### src/rtl/tile_pick_ctrl.sv
// Pick-key front-end for the in-game stage: debounced key, tile sampling, pair handshake.
// Optional undo key is built in when TILE_PICK_UNDO_EN is defined.

module tile_pick_debounce #(
   parameter int DEBOUNCE_CYCLES = 500000
) (
   input  logic clk,
   input  logic rst,
   input  logic raw_i,
   output logic pulse_o
);
   localparam int CNT_W = $clog2(DEBOUNCE_CYCLES + 1);
   localparam logic [CNT_W-1:0] CNT_LAST = CNT_W'(DEBOUNCE_CYCLES - 1);

   logic             sync1_q, sync2_q;
   logic             level_q, level_prev_q, pulse_q;
   logic [CNT_W-1:0] cnt_q;

   // A 1-bit key that changes while differing from the level now equals it, so one clear covers both cases.
   always_ff @(posedge clk) begin
      if (rst) begin
         sync1_q      <= 1'b0;
         sync2_q      <= 1'b0;
         level_q      <= 1'b0;
         level_prev_q <= 1'b0;
         pulse_q      <= 1'b0;
         cnt_q        <= '0;
      end else begin
         sync1_q      <= raw_i;
         sync2_q      <= sync1_q;
         level_prev_q <= level_q;
         pulse_q      <= level_q & ~level_prev_q;
         if (sync2_q == level_q) begin
            cnt_q <= '0;
         end else if (cnt_q == CNT_LAST) begin
            cnt_q   <= '0;
            level_q <= sync2_q;
         end else begin
            cnt_q <= cnt_q + 1'b1;
         end
      end
   end

   assign pulse_o = pulse_q;
endmodule

// state        | meaning
// S_IDLE       | no game running, outputs quiet
// S_WAIT_FIRST | waiting for the first tile of a move
// S_WAIT_SECOND| first tile held, waiting for the second
// S_OFFER      | pair offered to ingameFSM, waiting for pair_ready
module tile_pick_ctrl #(
   parameter int DEBOUNCE_CYCLES = 500000,
   parameter int TILE_W          = 4,
   parameter int NUM_TILES       = 16
) (
   input  logic                 CLOCK_50,
   input  logic                 userquit,
   input  logic                 ingameOn,
   input  logic                 key_pick,
   input  logic [TILE_W-1:0]    tile_sw,
   input  logic [NUM_TILES-1:0] tile_matched,
   input  logic                 pair_ready,
`ifdef TILE_PICK_UNDO_EN
   input  logic                 key_undo,
`endif
   output logic                 pair_valid,
   output logic [TILE_W-1:0]    pair_first,
   output logic [TILE_W-1:0]    pair_second,
   output logic                 first_held,
   output logic                 pick_reject,
   output logic [7:0]           move_count
);
   typedef enum logic [1:0] {S_IDLE, S_WAIT_FIRST, S_WAIT_SECOND, S_OFFER} state_t;

   localparam logic [TILE_W:0] NUM_TILES_L = (TILE_W+1)'(NUM_TILES);

   state_t              state_q, state_d;
   logic [TILE_W-1:0]   tile_s1_q, tile_s2_q;
   logic                ingame_prev_q;
   logic                pick, undo, start, handshake;
   logic                in_range, legal_first, legal_second;
   logic                pair_valid_q, pair_valid_d;
   logic [TILE_W-1:0]   pair_first_q, pair_first_d;
   logic [TILE_W-1:0]   pair_second_q, pair_second_d;
   logic                first_held_q, first_held_d;
   logic                pick_reject_q, pick_reject_d;
   logic [7:0]          move_count_q, move_count_d;

   tile_pick_debounce #(.DEBOUNCE_CYCLES(DEBOUNCE_CYCLES)) u_pick_db (
      .clk     (CLOCK_50),
      .rst     (userquit),
      .raw_i   (key_pick),
      .pulse_o (pick)
   );

`ifdef TILE_PICK_UNDO_EN
   tile_pick_debounce #(.DEBOUNCE_CYCLES(DEBOUNCE_CYCLES)) u_undo_db (
      .clk     (CLOCK_50),
      .rst     (userquit),
      .raw_i   (key_undo),
      .pulse_o (undo)
   );
`else
   assign undo = 1'b0;
`endif

   assign start        = ingameOn & ~ingame_prev_q;
   assign handshake    = pair_valid_q & pair_ready;
   assign in_range     = {1'b0, tile_s2_q} < NUM_TILES_L;
   assign legal_first  = in_range && !tile_matched[tile_s2_q];
   assign legal_second = legal_first && (tile_s2_q != pair_first_q);

   always_ff @(posedge CLOCK_50) begin
      if (userquit) begin
         state_q       <= S_IDLE;
         tile_s1_q     <= '0;
         tile_s2_q     <= '0;
         ingame_prev_q <= 1'b0;
         pair_valid_q  <= 1'b0;
         pair_first_q  <= '0;
         pair_second_q <= '0;
         first_held_q  <= 1'b0;
         pick_reject_q <= 1'b0;
         move_count_q  <= '0;
      end else begin
         state_q       <= state_d;
         tile_s1_q     <= tile_sw;
         tile_s2_q     <= tile_s1_q;
         ingame_prev_q <= ingameOn;
         pair_valid_q  <= pair_valid_d;
         pair_first_q  <= pair_first_d;
         pair_second_q <= pair_second_d;
         first_held_q  <= first_held_d;
         pick_reject_q <= pick_reject_d;
         move_count_q  <= move_count_d;
      end
   end

   always_comb begin
      state_d = state_q;
      unique case (state_q)
         S_IDLE:        if (start) state_d = S_WAIT_FIRST;
         S_WAIT_FIRST:  if (!ingameOn) state_d = S_IDLE;
                        else if (pick && legal_first) state_d = S_WAIT_SECOND;
         S_WAIT_SECOND: if (!ingameOn) state_d = S_IDLE;
                        else if (undo) state_d = S_WAIT_FIRST;
                        else if (pick && legal_second) state_d = S_OFFER;
         S_OFFER:       if (!ingameOn) state_d = S_IDLE;
                        else if (handshake) state_d = S_WAIT_FIRST;
         default:       state_d = S_IDLE;
      endcase
   end

   always_comb begin
      pair_valid_d  = pair_valid_q;
      pair_first_d  = pair_first_q;
      pair_second_d = pair_second_q;
      first_held_d  = first_held_q;
      pick_reject_d = 1'b0;
      move_count_d  = move_count_q;
      if (state_q == S_IDLE || !ingameOn) begin
         pair_valid_d = 1'b0;
         first_held_d = 1'b0;
         if (state_q == S_IDLE && start) move_count_d = '0;
      end else begin
         unique case (state_q)
            S_WAIT_FIRST: if (pick) begin
               if (legal_first) begin
                  pair_first_d = tile_s2_q;
                  first_held_d = 1'b1;
               end else begin
                  pick_reject_d = 1'b1;
               end
            end
            S_WAIT_SECOND: if (undo) begin
               first_held_d = 1'b0;
            end else if (pick) begin
               if (legal_second) begin
                  pair_second_d = tile_s2_q;
                  pair_valid_d  = 1'b1;
               end else begin
                  pick_reject_d = 1'b1;
               end
            end
            S_OFFER: if (handshake) begin
               pair_valid_d = 1'b0;
               first_held_d = 1'b0;
               move_count_d = (move_count_q == 8'hFF) ? 8'hFF : move_count_q + 8'd1;
            end
            default: ;
         endcase
      end
   end

   assign pair_valid  = pair_valid_q;
   assign pair_first  = pair_first_q;
   assign pair_second = pair_second_q;
   assign first_held  = first_held_q;
   assign pick_reject = pick_reject_q;
   assign move_count  = move_count_q;
endmodule

### config.mk
export PLATFORM = sky130hd
export DESIGN_NAME = tile_pick_ctrl
export DESIGN_NICKNAME = d
export VERILOG_FILES = /design/src/rtl/tile_pick_ctrl.sv
export SDC_FILE = /design/constraint.sdc
export NUM_CORES = 1
export LEC_CHECK = 0
export ABC_AREA = 1
export BUFFER_PORTS_ARGS = -buffer_cell sky130_fd_sc_hd__buf_2
export CAP_MARGIN = 20
export CORE_UTILIZATION = 46
export CTS_CLUSTER_DIAMETER = 200
export DETAILED_ROUTE_END_ITERATION = 6
export PLACE_DENSITY = 0.67
export SYNTH_ARGS = -nofsm -noshare
export SYNTH_HDL_FRONTEND = slang
export SYNTH_HIERARCHICAL = 1
export SYNTH_SLANG_ARGS = --single-unit
### constraint.sdc
create_clock -name CLOCK_50 -period 1.9 [get_ports CLOCK_50]
set_input_delay 0.38 -clock CLOCK_50 [delete_from_list [all_inputs] [get_ports CLOCK_50]]
set_output_delay 0.38 -clock CLOCK_50 [all_outputs]
set_load 0.1 [all_outputs]
# Word level (Yosys, flattened, before mapping)
# Index checks and enable logic that the tools add are counted.
# word_totals
reg_bits	54
inputBits	25
elab_cells	92
# classes
addsub	2
order_cmp	1
eq_ne	17
mux	27
n_bitwise	8
reduce_logical	21
# ops
cell	n
8-bit two-way mux	5
4-bit AND reduction	5
19-bit by 1-bit adder with 19-bit output (second input constant)	1
19-bit == test (second input constant)	1
2-bit two-way mux	7
1-bit two-way mux	10
3-bit inequality test (second input constant)	3
8-bit by 1-bit adder with 8-bit output (second input constant)	1
8-bit == test (second input constant)	1
2-bit inequality test (second input constant)	4
2-bit one-hot mux with 4 select lines	1
2-bit nonzero test	4
2-bit by 1-bit inequality test with 1-bit output (second input constant)	3
1-bit one-hot mux with 2 select lines	3
4-bit by 5-bit < comparator with 1-bit output (second input constant)	1
1-bit NOT	5
1-bit binary-select mux with 4-bit select	1
2-bit == test (second input constant)	2
1-bit logical AND	4
4-bit inequality test	1
1-bit AND	3
3-bit AND reduction	1
3-bit OR reduction	1
2-bit by 1-bit == test with 1-bit output (second input constant)	1
other kinds (6)	7

# Logic depth before layout (Yosys ltp)
# depth
word_depth	8
ltp_mapped	12

# Cells and area by module
# Netlist, hierarchy kept.
# by_module_without_submodules
module	instances	cells_each	area_per_inst_um2	seq_area_each_um2
tile_pick_ctrl	1	248	1695.4	600.6
tile_pick_debounce	1	163	1141.1	480.5

# Worst setup path after synthesis
# No wires, ideal clock.
# synth_timing
path_type	reg-to-reg
from	reg move_count_q[2], in the netlist move_count[2]
to	reg move_count_q[5], in the netlist move_count[5]
arrival_time_ns	2.091
setup_slack_ns	-0.318
stages_incl_launch_ff	7
synth_period_minus_slack_ns	2.218
cell_sequence	dfxtp_1 nand3_1 nor3b_1 xor2_1 or2_2 a22oi_1 nor2_1
# synth_between
elab_chain_len	5
elab_cells_between_ends	6
classes_between	add/sub (1); eq/ne (1); mux (4)
# synth_rtl
element	line	source
start: declaration	88	logic [7:0] move_count_q, move_count_d;
start signal: assignment	136	move_count_q <= move_count_d;
8-bit by 1-bit adder with 8-bit output or 8-bit == test (tied branches)	189	move_count_d = (move_count_q == 8'hFF) ? 8'hFF : move_count_q + 8'd1;
8-bit two-way mux *	189	
8-bit two-way mux *	186	S_OFFER: if (handshake) begin
8-bit two-way mux *	167	unique case (state_q)
8-bit two-way mux *	162	if (state_q == S_IDLE || !ingameOn) begin
# Every way passes the cells marked *; elsewhere a longest branch is shown, timed or not. The select of a mux whose other input is x is not followed.
# A chain may end at the register's enable or synchronous reset.

# Worst setup path after layout
# layout_timing
from	reg state_q[0]
to	reg move_count_q[3], in the netlist move_count[3]
# layout_between
elab_chain_len	4
elab_cells_between_ends	9
classes_between	eq/ne (2); mux (1); reduce/logical (6)
# layout_rtl
element	line	source
start: declaration	78	state_t state_q, state_d;
start signal: assignment	127	state_q <= state_d;
2-bit logical NOT	162, 165	
1-bit logical OR or 1-bit logical AND (tied branches)	162, 165	
2-bit by 1-bit inequality test with 1-bit output (no source line) or 2-bit nonzero test (tied branches)	--	
3-bit AND reduction (no source line)	--	
# Parallel ways exist; a longest one is shown, timed or not.

==> results.py <==
metrics = {
    "status": {
        "status": "complete, no violations",
    },
    "synth": {
        "synth_nets": 443,
        "seq_area_frac_synth_pct": 38.1,
        "synth-warning-count": 6,
        "synth_area_leaders": "dfxtp_1 38%, nand2_1 13%, nor2_1 8.5%",
        "synthCells": 411,
        "synthesis.area_sq_um": 2840,
        "synth_edf_count": 0,
        "synth-async-reset-ratio_pct": 0,
        "ys_seq_elements": 54,
        "synth_top_cell_by_area": "dfxtp_1",
        "ys_types": 36,
        "synth.most_common_cell": "nand2_1",
        "synthFlopType": "dfxtp_1",
        "synth_top_area_share_pct": 38.1,
        "syn_area_per_cell_sq_um": 6.90,
        "synthTopCellsByCount": "100 x nand2_1, 64 x nor2_1, 54 x dfxtp_1",
    },
    "critical_path": {
        "critPathRequiredTime_ps": 2140,
        "critPathKind": "flip-flop to flip-flop",
        "path_max_fanout": 7,
        "r2r-start": "state_q[0]",
        "start_kind": "flip-flop",
        "cp-startpoint": "state_q[0]",
        "worstPathArrival_ps": 2020,
        "endpoint_kind": "flip-flop",
    },
    "grt": {
        "grt_max_degree": 20,
        "grt_pass1_wl_mm": 9.38,
        "gr-total-overflow": 0,
        "grt.total_usage_pct": 18.2,
        "antenna_found_initial": 0,
        "grt_pass1_vias": 2254,
    },
    "routing": {
        "drtAntennaViolNets": 0,
        "first_iter_violations": 88,
        "first_pass_iters": 4,
        "avgRoutedWirePerCell_microns": 10.2,
        "drc_errors": 0,
        "drt-total-wl_mm": 5.50,
        "vias": 2565,
        "via_per_inst": 4.77,
    },
    "place": {
        "portBuffers": 43,
        "place_ws_ps": 157,
        "place.gp.congestion": 0.922,
        "dp_hpwl_mm": 4.26,
    },
    "final_layout": {
        "layout-drive-gt1-share_pct": 20.7,
        "fin_util_pct": 55.0,
        "areaGrowthSynthToFinish_pct": 14.8,
        "fillers": 593,
        "n_antenna_cell": 0,
        "nets": 495,
    },
    "worst_hold_path": {
        "holdCritStartpoint": "key_pick",
        "hold_class": "primary input to flip-flop",
    },
    "clock_tree": {
        "cts-root-buf": "clkbuf_8",
        "clk_latency_ps": 310,
        "cts_buffers": 5,
        "path_clk_slew_ps": 100,
        "ctsHtreeMaxLevel": 2,
        "cts_tree": "done",
        "cts.sinks": 54,
        "clockBufferDepth": 2,
        "cts_hold_buf": 0,
    },
    "power_and_ir_drop": {
        "comb_power_share_pct": 27.1,
        "leakage_nw": 1.41,
        "powerDensity_nw_per_um2": 767,
        "switchingPower_w": 0.000818,
        "swShare_pct": 32.7,
        "peakVddDrop_v": 0.000351,
        "p_int_w": 0.00168,
        "clockPowerShare_pct": 24.1,
        "seqPwrFrac_pct": 48.8,
    },
    "floorplan": {
        "die_h_microns": 80.5,
        "start_util_pct": 47.9,
        "die_area_sq_um": 6480,
        "rows": 28,
        "pin_count": 44,
        "die-width_microns": 80.5,
        "coreArea_sq_um": 5920,
    },
    "sta": {
        "post-route-period-util_pct": 93.7,
        "fmax_mhz": 562,
        "final.setup.tns_ps": 0,
        "finalWorstSetupSlack_ps": 120,
        "hold_violations": 0,
        "worstMarginPinSlew_ps": 487,
        "slew_viol_final": 0,
        "relSlewSlack_pct": 67.7,
        "fin_skew_ps": 9.13,
        "rsz0062_at_grt": "no",
        "worst_hold_slack_ps": 275,
        "setup_viol": 0,
        "layout_min_cycle_time_ps": 1780,
    },
    "job": {
        "drv_cap": 0,
    },
}
sequential cells by signal (all words and copies together), names as in the netlist, 2 cells and up:
signal	count
state_q	2
move_count	8
pair_second	4
u_pick_db/cnt_q	19
tile_s2_q	4
pair_first	4
tile_s1_q	4
repair_timing:
action | CTS | global route
gates resized for setup | 0 | 2
endpoints found under the setup margin | 0 | 3
buffers inserted | 0 | 1
cells by family (layout without fill, tap and decap cells):
family / after synthesis / count (layout) / synth area share [%]
buffers and inverters: 64 / 116 / 9.13
AND/OR/NAND/NOR: 227 / 227 / 36.9
XOR/XNOR: 11 / 11 / 3.40
AO/OA/AOI/OAI: 48 / 48 / 9.40
flip-flops: 54 / 54 / 38.1
adder cells (fa/ha/maj): 7 / 7 / 3.09
per-stage QoR:
| step | total power [W] | area [sq um] | instances |
|---|---|---|---|
| floorplan | 0.00173 | 2850 | 411 |
| global placement | 0.00190 | 3170 | 530 |
| detailed placement | 0.00191 | 3170 | 530 |
| CTS | 0.00252 | 3250 | 537 |
| global route | 0.00267 | 3260 | 538 |
| finish | 0.00250 | 3260 | 538 |
power groups by stage:
stage / registers (W) / clock network (W) / logic, W
4_1_cts: 0.00122 / 0.000632 / 0.000671
6_report: 0.00122 / 0.000602 / 0.000678
2_1_floorplan: 0.00127 / 0 / 0.000463
5_1_grt: 0.00123 / 0.000671 / 0.000776
3_5_place_dp: 0.00124 / 0 / 0.000669
3_3_place_gp: 0.00124 / 0 / 0.000658
per-layer routing:
metal	vias up	global-route usage (%)	wire length, microns
met1	1123	22.8	2650
met5	-	0	0
met3	10	4.32	235
met2	42	30.3	2530
li1	1390	-	-
met4	0	6.25	90
layout make-up:
type	count	area, sq um	share of cell area [%]
sequential	54	1090	33.5
clock inverter	1	7.51	0.231
inverter	59	224	6.88
multi-input combinational	293	1500	46.0
tap	75	93.8	2.88
timing repair buffer	50	268	8.22
clock buffer	6	72.6	2.23
worst paths after layout:
kind	endpoint	slack [ps]	cells after the start
setup / recovery	move_count[3]	120	8
hold / removal	u_pick_db/sync1_q	280	3
setup reg to reg	move_count[3]	120	8
hold reg to reg	u_pick_db/pulse_o	390	1
worst max-delay path, cell delays in order, from the launching register on:
cell and delay [ps]:
dfxtp_1 420, ha_1 230, inv_1 100, nor3_1 260
o21ai_2 170, nor2_4 230, buf_4 150, nand2_1 50
a21oi_1 100
cell usage in the layout, fill, tap and decap left out, types with 2 or more instances in the layout:
master,synthesis,routed
clkinv_2,2,2
xnor2_1,2,2
xor2_1,9,9
nor3_1,4,4
buf_4,0,7
o21ai_1,8,8
inv_1,53,53
clkbuf_8,0,5
dfxtp_2,0,9
nand3_2,8,8
a21oi_2,2,2
or2_2,3,3
ha_1,7,7
nor2_1,64,63
nand2_2,2,2
a21oi_1,25,25
o21ai_0,9,9
buf_2,1,43
nor2_2,2,3
nand4_1,8,8
nand3_4,2,2
inv_2,4,4
nand2_1,100,100
nor2_4,2,2
nand3_1,24,24
or2_0,3,3
dfxtp_1,54,45
No activity file was read; power rests on OpenSTA's default activity.
